### src/rtl/mips_pkg.sv
// ============================================================================
// Module : mips_pkg
// Brief  : Opcodes, aluOp codes, control-FSM states and control bundle for
//          the multicycle MIPS datapath.
// Rev    : 1.0  initial release
// ============================================================================
`default_nettype none

package mips_pkg;

    localparam logic [5:0] OP_RTYPE = 6'b000000;
    localparam logic [5:0] OP_LW    = 6'b100011;
    localparam logic [5:0] OP_SW    = 6'b101011;
    localparam logic [5:0] OP_BEQ   = 6'b000100;
    localparam logic [5:0] OP_J     = 6'b000010;
    localparam logic [5:0] OP_ADDI  = 6'b001000;

    // Shared with the ALU control decoder; 2'b11 is deliberately unused.
    localparam logic [1:0] ALUOP_ADD   = 2'b00;
    localparam logic [1:0] ALUOP_SUB   = 2'b01;
    localparam logic [1:0] ALUOP_FUNCT = 2'b10;

    typedef enum logic [3:0] {
        S_FETCH     = 4'd0,
        S_DECODE    = 4'd1,
        S_MEM_ADDR  = 4'd2,
        S_MEM_READ  = 4'd3,
        S_MEM_WB    = 4'd4,
        S_MEM_WRITE = 4'd5,
        S_EXECUTE   = 4'd6,
        S_R_WB      = 4'd7,
        S_BRANCH    = 4'd8,
        S_JUMP      = 4'd9,
        S_ADDI_EXEC = 4'd10,
        S_ADDI_WB   = 4'd11
    } state_t;

    typedef struct packed {
        logic       pc_write;
        logic       pc_write_cond;
        logic       ior_d;
        logic       mem_read;
        logic       mem_write;
        logic       ir_write;
        logic       mem_to_reg;
        logic       reg_dst;
        logic       reg_write;
        logic       alu_src_a;
        logic [1:0] alu_src_b;
        logic [1:0] alu_op;
        logic [1:0] pc_source;
        logic       illegal_op;
    } ctrl_t;

    function automatic logic is_supported(input logic [5:0] op);
        return (op == OP_RTYPE) || (op == OP_LW) || (op == OP_SW) ||
               (op == OP_BEQ)   || (op == OP_J)  || (op == OP_ADDI);
    endfunction

endpackage

`default_nettype wire

### src/rtl/control_decode.sv
// ============================================================================
// Module : control_decode
// Brief  : Combinational state-to-control decode for the multicycle FSM.
// Rev    : 1.0  initial release
// ============================================================================
`default_nettype none

module control_decode
    import mips_pkg::*;
(
    input  state_t      state,
    input  logic [5:0]  opcode,
    input  logic        mem_ready,
    output ctrl_t       ctrl
);

    always_comb begin
        ctrl = '0;
        case (state)
            S_FETCH: begin
                // PC and IR update only on the cycle the fetch completes.
                ctrl.mem_read  = 1'b1;
                ctrl.alu_src_b = 2'b01;
                ctrl.alu_op    = ALUOP_ADD;
                ctrl.ir_write  = mem_ready;
                ctrl.pc_write  = mem_ready;
            end
            S_DECODE: begin
                ctrl.alu_src_b  = 2'b11;
                ctrl.alu_op     = ALUOP_ADD;
                ctrl.illegal_op = ~is_supported(opcode);
            end
            S_MEM_ADDR, S_ADDI_EXEC: begin
                ctrl.alu_src_a = 1'b1;
                ctrl.alu_src_b = 2'b10;
                ctrl.alu_op    = ALUOP_ADD;
            end
            S_MEM_READ: begin
                ctrl.mem_read = 1'b1;
                ctrl.ior_d    = 1'b1;
            end
            S_MEM_WB: begin
                ctrl.reg_write  = 1'b1;
                ctrl.mem_to_reg = 1'b1;
            end
            S_MEM_WRITE: begin
                ctrl.mem_write = 1'b1;
                ctrl.ior_d     = 1'b1;
            end
            S_EXECUTE: begin
                ctrl.alu_src_a = 1'b1;
                ctrl.alu_op    = ALUOP_FUNCT;
            end
            S_R_WB: begin
                ctrl.reg_write = 1'b1;
                ctrl.reg_dst   = 1'b1;
            end
            S_BRANCH: begin
                ctrl.alu_src_a     = 1'b1;
                ctrl.alu_op        = ALUOP_SUB;
                ctrl.pc_write_cond = 1'b1;
                ctrl.pc_source     = 2'b01;
            end
            S_JUMP: begin
                ctrl.pc_write  = 1'b1;
                ctrl.pc_source = 2'b10;
            end
            S_ADDI_WB: begin
                ctrl.reg_write = 1'b1;
            end
            default: ctrl = '0;
        endcase
    end

endmodule

`default_nettype wire

### src/rtl/multicycle_control.sv
// ============================================================================
// Module : multicycle_control
// Brief  : Main control FSM of the multicycle MIPS datapath with memory
//          ready handshake and illegal-opcode reporting.
// Rev    : 1.0  initial release
// ============================================================================
`default_nettype none

module multicycle_control
    import mips_pkg::*;
#(
    parameter int STATE_W = 4
) (
    input  logic               clk,
    input  logic               reset,
    input  logic [5:0]         opcode,
    input  logic               memReady,
    output logic               pcWrite,
    output logic               pcWriteCond,
    output logic               iorD,
    output logic               memRead,
    output logic               memWrite,
    output logic               irWrite,
    output logic               memToReg,
    output logic               regDst,
    output logic               regWrite,
    output logic               aluSrcA,
    output logic [1:0]         aluSrcB,
    output logic [1:0]         aluOp,
    output logic [1:0]         pcSource,
    output logic               illegalOp,
    output logic [STATE_W-1:0] state
);

    state_t r_state;
    state_t w_next_state;
    ctrl_t  w_ctrl;
    ctrl_t  w_out;

    always_ff @(posedge clk) begin
        if (reset) r_state <= S_FETCH;
        else       r_state <= w_next_state;
    end

    always_comb begin
        w_next_state = S_FETCH;
        case (r_state)
            S_FETCH:     w_next_state = memReady ? S_DECODE : S_FETCH;
            S_DECODE: begin
                case (opcode)
                    OP_LW, OP_SW: w_next_state = S_MEM_ADDR;
                    OP_RTYPE:     w_next_state = S_EXECUTE;
                    OP_BEQ:       w_next_state = S_BRANCH;
                    OP_J:         w_next_state = S_JUMP;
                    OP_ADDI:      w_next_state = S_ADDI_EXEC;
                    default:      w_next_state = S_FETCH;
                endcase
            end
            S_MEM_ADDR:  w_next_state = (opcode == OP_LW) ? S_MEM_READ : S_MEM_WRITE;
            S_MEM_READ:  w_next_state = memReady ? S_MEM_WB : S_MEM_READ;
            S_MEM_WRITE: w_next_state = memReady ? S_FETCH : S_MEM_WRITE;
            S_EXECUTE:   w_next_state = S_R_WB;
            S_ADDI_EXEC: w_next_state = S_ADDI_WB;
            default:     w_next_state = S_FETCH;
        endcase
    end

    control_decode u_decode (
        .state     (r_state),
        .opcode    (opcode),
        .mem_ready (memReady),
        .ctrl      (w_ctrl)
    );

    // Reset squashes every output immediately so a stalled write never lands.
    assign w_out       = reset ? '0 : w_ctrl;
    assign pcWrite     = w_out.pc_write;
    assign pcWriteCond = w_out.pc_write_cond;
    assign iorD        = w_out.ior_d;
    assign memRead     = w_out.mem_read;
    assign memWrite    = w_out.mem_write;
    assign irWrite     = w_out.ir_write;
    assign memToReg    = w_out.mem_to_reg;
    assign regDst      = w_out.reg_dst;
    assign regWrite    = w_out.reg_write;
    assign aluSrcA     = w_out.alu_src_a;
    assign aluSrcB     = w_out.alu_src_b;
    assign aluOp       = w_out.alu_op;
    assign pcSource    = w_out.pc_source;
    assign illegalOp   = w_out.illegal_op;
    assign state       = reset ? '0 : STATE_W'(r_state);

endmodule

`default_nettype wire

### config.mk
export PLATFORM = sky130hd
export DESIGN_NAME = multicycle_control
export DESIGN_NICKNAME = d
export VERILOG_FILES = /design/src/rtl/mips_pkg.sv /design/src/rtl/control_decode.sv /design/src/rtl/multicycle_control.sv
export SDC_FILE = /design/constraint.sdc
export NUM_CORES = 1
export LEC_CHECK = 0
export CORE_MARGIN = 1
export CORE_UTILIZATION = 46
export DETAILED_ROUTE_END_ITERATION = 8
export GPL_TIMING_DRIVEN = 0
export PLACE_DENSITY = 0.84
export SLEW_MARGIN = 20
export SYNTH_ARGS = -nofsm -noshare
export SYNTH_HDL_FRONTEND = slang
export SYNTH_HIERARCHICAL = 1
export SYNTH_SLANG_ARGS = --single-unit
### constraint.sdc
create_clock -name clk -period 4.6 [get_ports clk]
set_input_delay 1.15 -clock clk [delete_from_list [all_inputs] [get_ports clk]]
set_output_delay 1.15 -clock clk [all_outputs]
set_load 0.05 [all_outputs]
==> results of run 1 <==
[power by group through the flow]
stage | sequential (W) | combinational [W] | clock [W]
global placement | 0.0000388 | 0.0000541 | 0
global route | 0.0000387 | 0.0000590 | 0.0000489
finish | 0.0000385 | 0.0000554 | 0.0000430
detailed placement | 0.0000389 | 0.0000550 | 0
CTS | 0.0000383 | 0.0000554 | 0.0000447
floorplan | 0.0000381 | 0.0000351 | 0
[cell usage after synthesis, drive strengths merged, types with 2 or more instances]
library cell and count:
o21bai 2, a21oi 6, nand2b 8, a31oi 3
o21ai 4, nor2 13, buf 7, nor3 4
nand3b 4, clkbuf 2, nor3b 2, nand4b 2
or2 2, and3 2, nor4b 3, nor2b 22
dfxtp 4, xnor2 2
[layer usage]
layer	global-route usage, %	vias to the layer above
met4	4.38	0
li1	-	427
met1	28.2	385
met5	0	-
met2	36.6	18
met3	5.17	0
[how the worst min path moves through the flow]
| stage | slack [ns] | cells past startpoint | endpoint | start |
|---|---|---|---|---|
| 3_3_place_gp | 0.63 | 2 | r_state[1]$_SDFF_PP0_ | r_state[3]$_SDFF_PP0_ |
| 5_1_grt | 0.66 | 2 | r_state[1]$_SDFF_PP0_ | r_state[3]$_SDFF_PP0_ |
| 3_5_place_dp | 0.63 | 2 | r_state[1]$_SDFF_PP0_ | r_state[3]$_SDFF_PP0_ |
| 2_1_floorplan | 0.59 | 2 | r_state[1]$_SDFF_PP0_ | r_state[3]$_SDFF_PP0_ |
| 4_1_cts | 0.64 | 2 | r_state[1]$_SDFF_PP0_ | r_state[3]$_SDFF_PP0_ |
| 6_report | 0.64 | 2 | r_state[1]$_SDFF_PP0_ | r_state[3]$_SDFF_PP0_ |
[cell families after synthesis]
logic type      Yosys count
buf+inv                  10
flops                     4
fa+ha+maj                 1
xor+xnor                  3
simple gates             66
compound gates           20
[worst min-delay path, delay by kind of cell, from the launching register on]
| kind | cells | cell delay [ns] |
|---|---|---|
| AO/OA/AOI/OAI | 1 | 0.07 |
| flip-flops | 1 | 0.38 |
| AND/OR/NAND/NOR | 1 | 0.14 |
[per-stage QoR]
stage	area, um2	cells	hold slack, ns	worst slack (ns)
2_1_floorplan	758	104	0.587	0.988
3_3_place_gp	1070	149	0.631	0.163
3_5_place_dp	1070	149	0.635	0.123
4_1_cts	1090	152	0.636	0.102
5_1_grt	1090	152	0.660	0.0289
6_report	1090	152	0.639	0.117
[cell type report]
type,count,area [um2]
tap,16,20.0
inverter,1,3.75
buffer,9,56.3
multi-input combinational,90,618
sequential,4,80.1
fill,142,433
timing repair buffer,29,290
clock buffer,3,22.5
==> impl_metrics.csv, run 1 <==
group,metric,value,unit
run_status,status,"completed",
worst_setup_path,max_stage_delay,0.81,ns
worst_setup_path,regToRegStartpoint,"r_state[0]$_SDFF_PP0_",
worst_setup_path,path_cells,"clkdlybuf4s50_1 -> maj3_2 -> o31ai_2 -> a2111oi_2 -> nor2b_1 -> clkdlybuf4s50_1",
logic_synthesis,synth-seq-cells,4,
logic_synthesis,yosysUniqueCellTypes,39,
detailed_routing,met2_length,861,um
detailed_routing,via_per_inst,5.46,
power,netSwitchingFraction,34.5,%
clocking,cts_hold_buf,0,
power,p_sw,0.0000472,W
power,pwr-share-comb,40.5,%
floorplan,start_util,49.8,%
timing,max_slew.worst_pin.slew,0.571,ns
detailed_routing,wl_per_cell,11.9,um
worst_setup_path,crit_family,"buffers and inverters",
worst_hold_path,hp-class,"register to register",
timing,rsz0062_at_grt,"no",
global_routing,grt.total_usage,21.8,%
placed_design,place.gp.congestion,0.804,
worst_setup_path,worstPathBufferInverterCount,2,
timing,setup_violations,0,
clocking,clock_sinks,4,
cells_and_area,antenna_cells,0,
clocking,clk_latency,0.23,ns
logic_synthesis,synth_edf_count,0,
detailed_routing,wl_met1,874,um
clocking,root_buffer,"clkbuf_4",
logic_synthesis,syn-cell-area,758,um2
power,pwr-share-clk,31.4,%
logic_synthesis,synth_xor_area_share,3.47,%
clocking,cts_max_level,1,
worst_setup_path,cp_data_arrival_time,3.33,ns
run,cap_violations,0,
floorplan,dieWidth,42.6,um
logic_synthesis,yosysWarnings,6,
detailed_routing,vias,830,
worst_setup_path,r2r_end,"r_state[0]$_SDFF_PP0_",
worst_setup_path,critPathCaptureType,"primary output",
cells_and_area,syn2layout_area_growth,43.9,%
cells_and_area,largest_reg_flops,4,
cells_and_area,top_regs,"r_state: 4 flops",
worst_setup_path,rr_worst_depth,4,
logic_synthesis,yosys.area_share.simple,58.3,%
floorplan,fp.dieArea,0.00181,mm2
logic_synthesis,synth_area_leaders,"nor2b_1 18%, dfxtp_1 11%, nor2_1 5.9%",
placed_design,dpl.hpwl,1360,um
power,p_per_area,125,mW/mm2
detailed_routing,drt_iter0_markers,7,
cells_and_area,final_common_cell,"clkdlybuf4s50_1",
clocking,cts.clk_slew.worst_paths,0.04,ns
logic_synthesis,yosys.area.top_type,"nor2b_1",
cells_and_area,regMostFlops,"r_state",
worst_setup_path,cp_slowest_cell,"clkdlybuf4s50_1",
detailed_routing,wl_met3,73,um
logic_synthesis,synthArstFlopShare,0,%
logic_synthesis,synthAdderAreaFrac,1.49,%
cells_and_area,layout_common_cells,"29 x clkdlybuf4s50_1, 22 x nor2b_1, 12 x nor2_1",
global_routing,grt_pass1_vias,752,
detailed_routing,highest_layer,"met3",
global_routing,grt_overflow,0,
timing,hold_viol_final,0,
clocking,ctsResizeCount,0,
global_routing,grt_max_degree,18,
cells_and_area,utilization,71.6,%
worst_setup_path,reg2reg_setup_slack,2.99,ns
logic_synthesis,netlist.area_leader.share,18.2,%
floorplan,num_io_pins,30,
worst_setup_path,worstPathRequired,3.45,ns
logic_synthesis,synth_compound_area_share,18.3,%
timing,slew_violations,0,
global_routing,grt_pass1_wl,3160,um
detailed_routing,drt-total-wl,1810,um
worst_setup_path,setup.worst_path.end,"illegalOp",
logic_synthesis,synthCells,104,
worst_setup_path,cpMostUsedCell,"clkdlybuf4s50_1",
timing,fmax,223,MHz
logic_synthesis,synth.yosys.seq_area_share,10.6,%
worst_setup_path,setup.worst_path.start,"opcode[3]",
global_routing,antenna_found_initial,0,
floorplan,fp-row-count,14,
floorplan,core_area,0.00152,mm2
power,leakagePower,0.376,nW
cells_and_area,final_nets,147,
logic_synthesis,yosys-mux-area-fraction,0,%
worst_setup_path,crit_fanout,4,
timing,finalSetupTns,0,ns
logic_synthesis,synth_top_family_by_area,"simple AND/OR/NAND/NOR gates",
clocking,cts_buffers,3,
power,p_seq_share,28.1,%
placed_design,portBuffers,29,
detailed_routing,final_antenna_net_count,0,
timing,min_period,4.48,ns
logic_synthesis,syn_area_per_cell,7.29,um2
detailed_routing,drcViolationCount,0,
clocking,cts_max_path_buffers,2,
power,peakVddDrop,0.000166,V
worst_setup_path,crit_type,"primary input to primary output",
power,p_int,0.0000896,W
power,finalPower,0.000137,W
timing,finClkSkew,0.00457,ns
detailed_routing,firstDrtPassIters,4,
worst_setup_path,cp_num_cells,6,
timing,slew_headroom,61.9,%
clocking,post_cts_buffers,0,
cells_and_area,final_layout_size_suffix_gt1_share,16.2,%
logic_synthesis,synth_flop_cell,"dfxtp_1",
worst_setup_path,start_kind,"primary input",
logic_synthesis,syn_nets,113,
floorplan,die_h,42.6,um
clocking,tritoncts,"done",
timing,finalCritPeriodShare,97.5,%
No activity file was read; power rests on OpenSTA's default activity.
==> run 2, diff against run 1 <==
Settings changed: CORE_MARGIN 1 to 1.5, GPL_TIMING_DRIVEN 0 to not set.
==> run 2 against run 1 <==
  * Critical endpoint is now pcWrite
  * Combinational power fell by 3%
  * Global-route usage fell by 0.95 points
  * Non-clock buffer count fell by 8
==> impl_metrics.csv, run 2 (synthesis results as in run 1) <==
group,metric,value,unit
worst_setup_path,regToRegStartpoint,"r_state[3]$_SDFF_PP0_",
global_routing,grt_overflow,0,
worst_setup_path,cp_slowest_cell,"clkdlybuf4s50_1",
worst_setup_path,cpMostUsedCell,"clkdlybuf4s50_1",
global_routing,grt.total_usage,20.8,%
cells_and_area,largest_reg_flops,4,
run_status,status,"completed",
global_routing,grt_pass1_vias,752,
worst_setup_path,crit_type,"primary input to primary output",
detailed_routing,drt_iter0_markers,9,
worst_setup_path,cp_data_arrival_time,3.05,ns
cells_and_area,layout_common_cells,"28 x clkdlybuf4s50_1, 22 x nor2b_1, 12 x nor2_1",
cells_and_area,top_regs,"r_state: 4 flops",
cells_and_area,utilization,68.2,%
worst_setup_path,critPathCaptureType,"primary output",
detailed_routing,vias,809,
timing,fmax,238,MHz
detailed_routing,wl_per_cell,12.7,um
clocking,cts_max_path_buffers,2,
global_routing,use_met3,2.50,%
worst_setup_path,path_cells,"clkdlybuf4s50_1 -> nor3b_1 -> a21oi_1 -> nor3_1 -> nor2b_1 -> clkdlybuf4s50_1",
floorplan,fp.dieArea,0.00190,mm2
placed_design,portBuffers,29,
cells_and_area,stdcell_count,144,
power,finalPower,0.000136,W
clocking,cts_buffers,3,
worst_setup_path,crit_fanout,6,
clocking,ctsResizeCount,0,
worst_setup_path,reg2reg_setup_slack,2.98,ns
worst_setup_path,r2r_end,"r_state[1]$_SDFF_PP0_",
global_routing,grt_max_degree,24,
cells_and_area,antenna_cells,0,
floorplan,core_area,0.00152,mm2
clocking,cts_hold_buf,0,
power,peakVddDrop,0.000103,V
global_routing,antenna_found_initial,0,
placed_design,dp.cells,141,
global_routing,grt_pass1_wl,3100,um
power,p_per_area,131,mW/mm2
clocking,cts.clk_slew.worst_paths,0.04,ns
timing,finClkSkew,0.00315,ns
floorplan,start_util,49.8,%
timing,finalSetupTns,0,ns
clocking,cts_max_level,1,
timing,setup_violations,0,
placed_design,dpl.hpwl,1280,um
cells_and_area,final_nets,139,
cells_and_area,final_layout_size_suffix_gt1_share,13.3,%
timing,finalCritPeriodShare,91.3,%
detailed_routing,drcViolationCount,0,
cells_and_area,final_common_cell,"clkdlybuf4s50_1",
worst_setup_path,start_kind,"primary input",
timing,slew_headroom,42.9,%
cells_and_area,syn2layout_area_growth,37.1,%
detailed_routing,firstDrtPassIters,4,
run,cap_violations,0,
power,leakagePower,0.341,nW
global_routing,use_met1,25.8,%
timing,slew_violations,0,
global_routing,grt_busiest_layer,"met2",
detailed_routing,via_per_inst,5.62,
cells_and_area,regMostFlops,"r_state",
worst_setup_path,rr_worst_depth,4,
detailed_routing,drt-total-wl,1820,um
floorplan,num_io_pins,30,
timing,rsz0062_at_grt,"no",
clocking,post_cts_buffers,0,
worst_setup_path,setup.worst_path.start,"memReady",
clocking,clock_sinks,4,
floorplan,die_h,43.6,um
floorplan,dieWidth,43.6,um
global_routing,grt.met2_usage,37.9,%
timing,min_period,4.20,ns
cells_and_area,fillerInstances,149,
worst_setup_path,max_stage_delay,0.81,ns
worst_setup_path,worstPathRequired,3.45,ns
worst_setup_path,setup.worst_path.end,"pcWrite",
worst_hold_path,hp-class,"register to register",
placed_design,place.gp.congestion,0.782,
timing,max_slew.worst_pin.slew,0.856,ns
floorplan,fp-row-count,14,
detailed_routing,final_antenna_net_count,0,
clocking,root_buffer,"clkbuf_4",
clocking,clk_latency,0.23,ns
clocking,tritoncts,"done",
timing,hold_viol_final,0,
[run 2: changes by cell type in the layout (fill, tap and decap cells not counted), sizes merged]
cell           previous run  this run
clkdlybuf4s50            29        28
clkbuf                    5         3
buf                       7         2
[run 2: worst min path at each step]
stage | from | end | slack [ns] | cells after the start
final | r_state[0]$_SDFF_PP0_ | r_state[2]$_SDFF_PP0_ | 0.79 | 2
after global routing | r_state[0]$_SDFF_PP0_ | r_state[2]$_SDFF_PP0_ | 0.85 | 2
after CTS | r_state[0]$_SDFF_PP0_ | r_state[2]$_SDFF_PP0_ | 0.79 | 2
after detailed placement | r_state[0]$_SDFF_PP0_ | r_state[2]$_SDFF_PP0_ | 0.78 | 2
after global placement | r_state[0]$_SDFF_PP0_ | r_state[2]$_SDFF_PP0_ | 0.78 | 2
after floorplan | r_state[3]$_SDFF_PP0_ | r_state[1]$_SDFF_PP0_ | 0.59 | 2
[run 2: per-layer routing]
metal,wire (um),up-vias,part of all wire [%]
li1,-,410,-
met1,807,375,44
met2,942,20,52
met3,61,4,3.3
met4,12,0,0.66
met5,0,-,0
[run 2: area by class of cell]
cell class                 instances  area (um2)  share of cell area (%)
multi-input combinational         90         618                    59.4
timing repair buffer              30         295                    28.4
sequential                         4        80.1                    7.70
clock buffer                       3        22.5                    2.17
tap                               16        20.0                    1.93
inverter                           1        3.75                   0.361
[run 2: where the power goes]
part           internal (W)  switching, W
clock             0.0000292     0.0000140
sequential        0.0000356    0.00000335
combinational     0.0000246     0.0000293
[run 2: metrics by stage]
step | setup slack [ns] | cell area (um2) | hold WS (ns)
floorplan | 0.988 | 758 | 0.587
global placement | 0.386 | 1020 | 0.780
detailed placement | 0.402 | 1020 | 0.783
CTS | 0.383 | 1040 | 0.789
global route | 0.250 | 1040 | 0.846
finish | 0.400 | 1040 | 0.794
[run 2: critical path, delay by kind of cell]
family,cells,cell delay (ns)
AO/OA/AOI/OAI,1,0.06
AND/OR/NAND/NOR,3,0.49
buffers and inverters,2,1.35
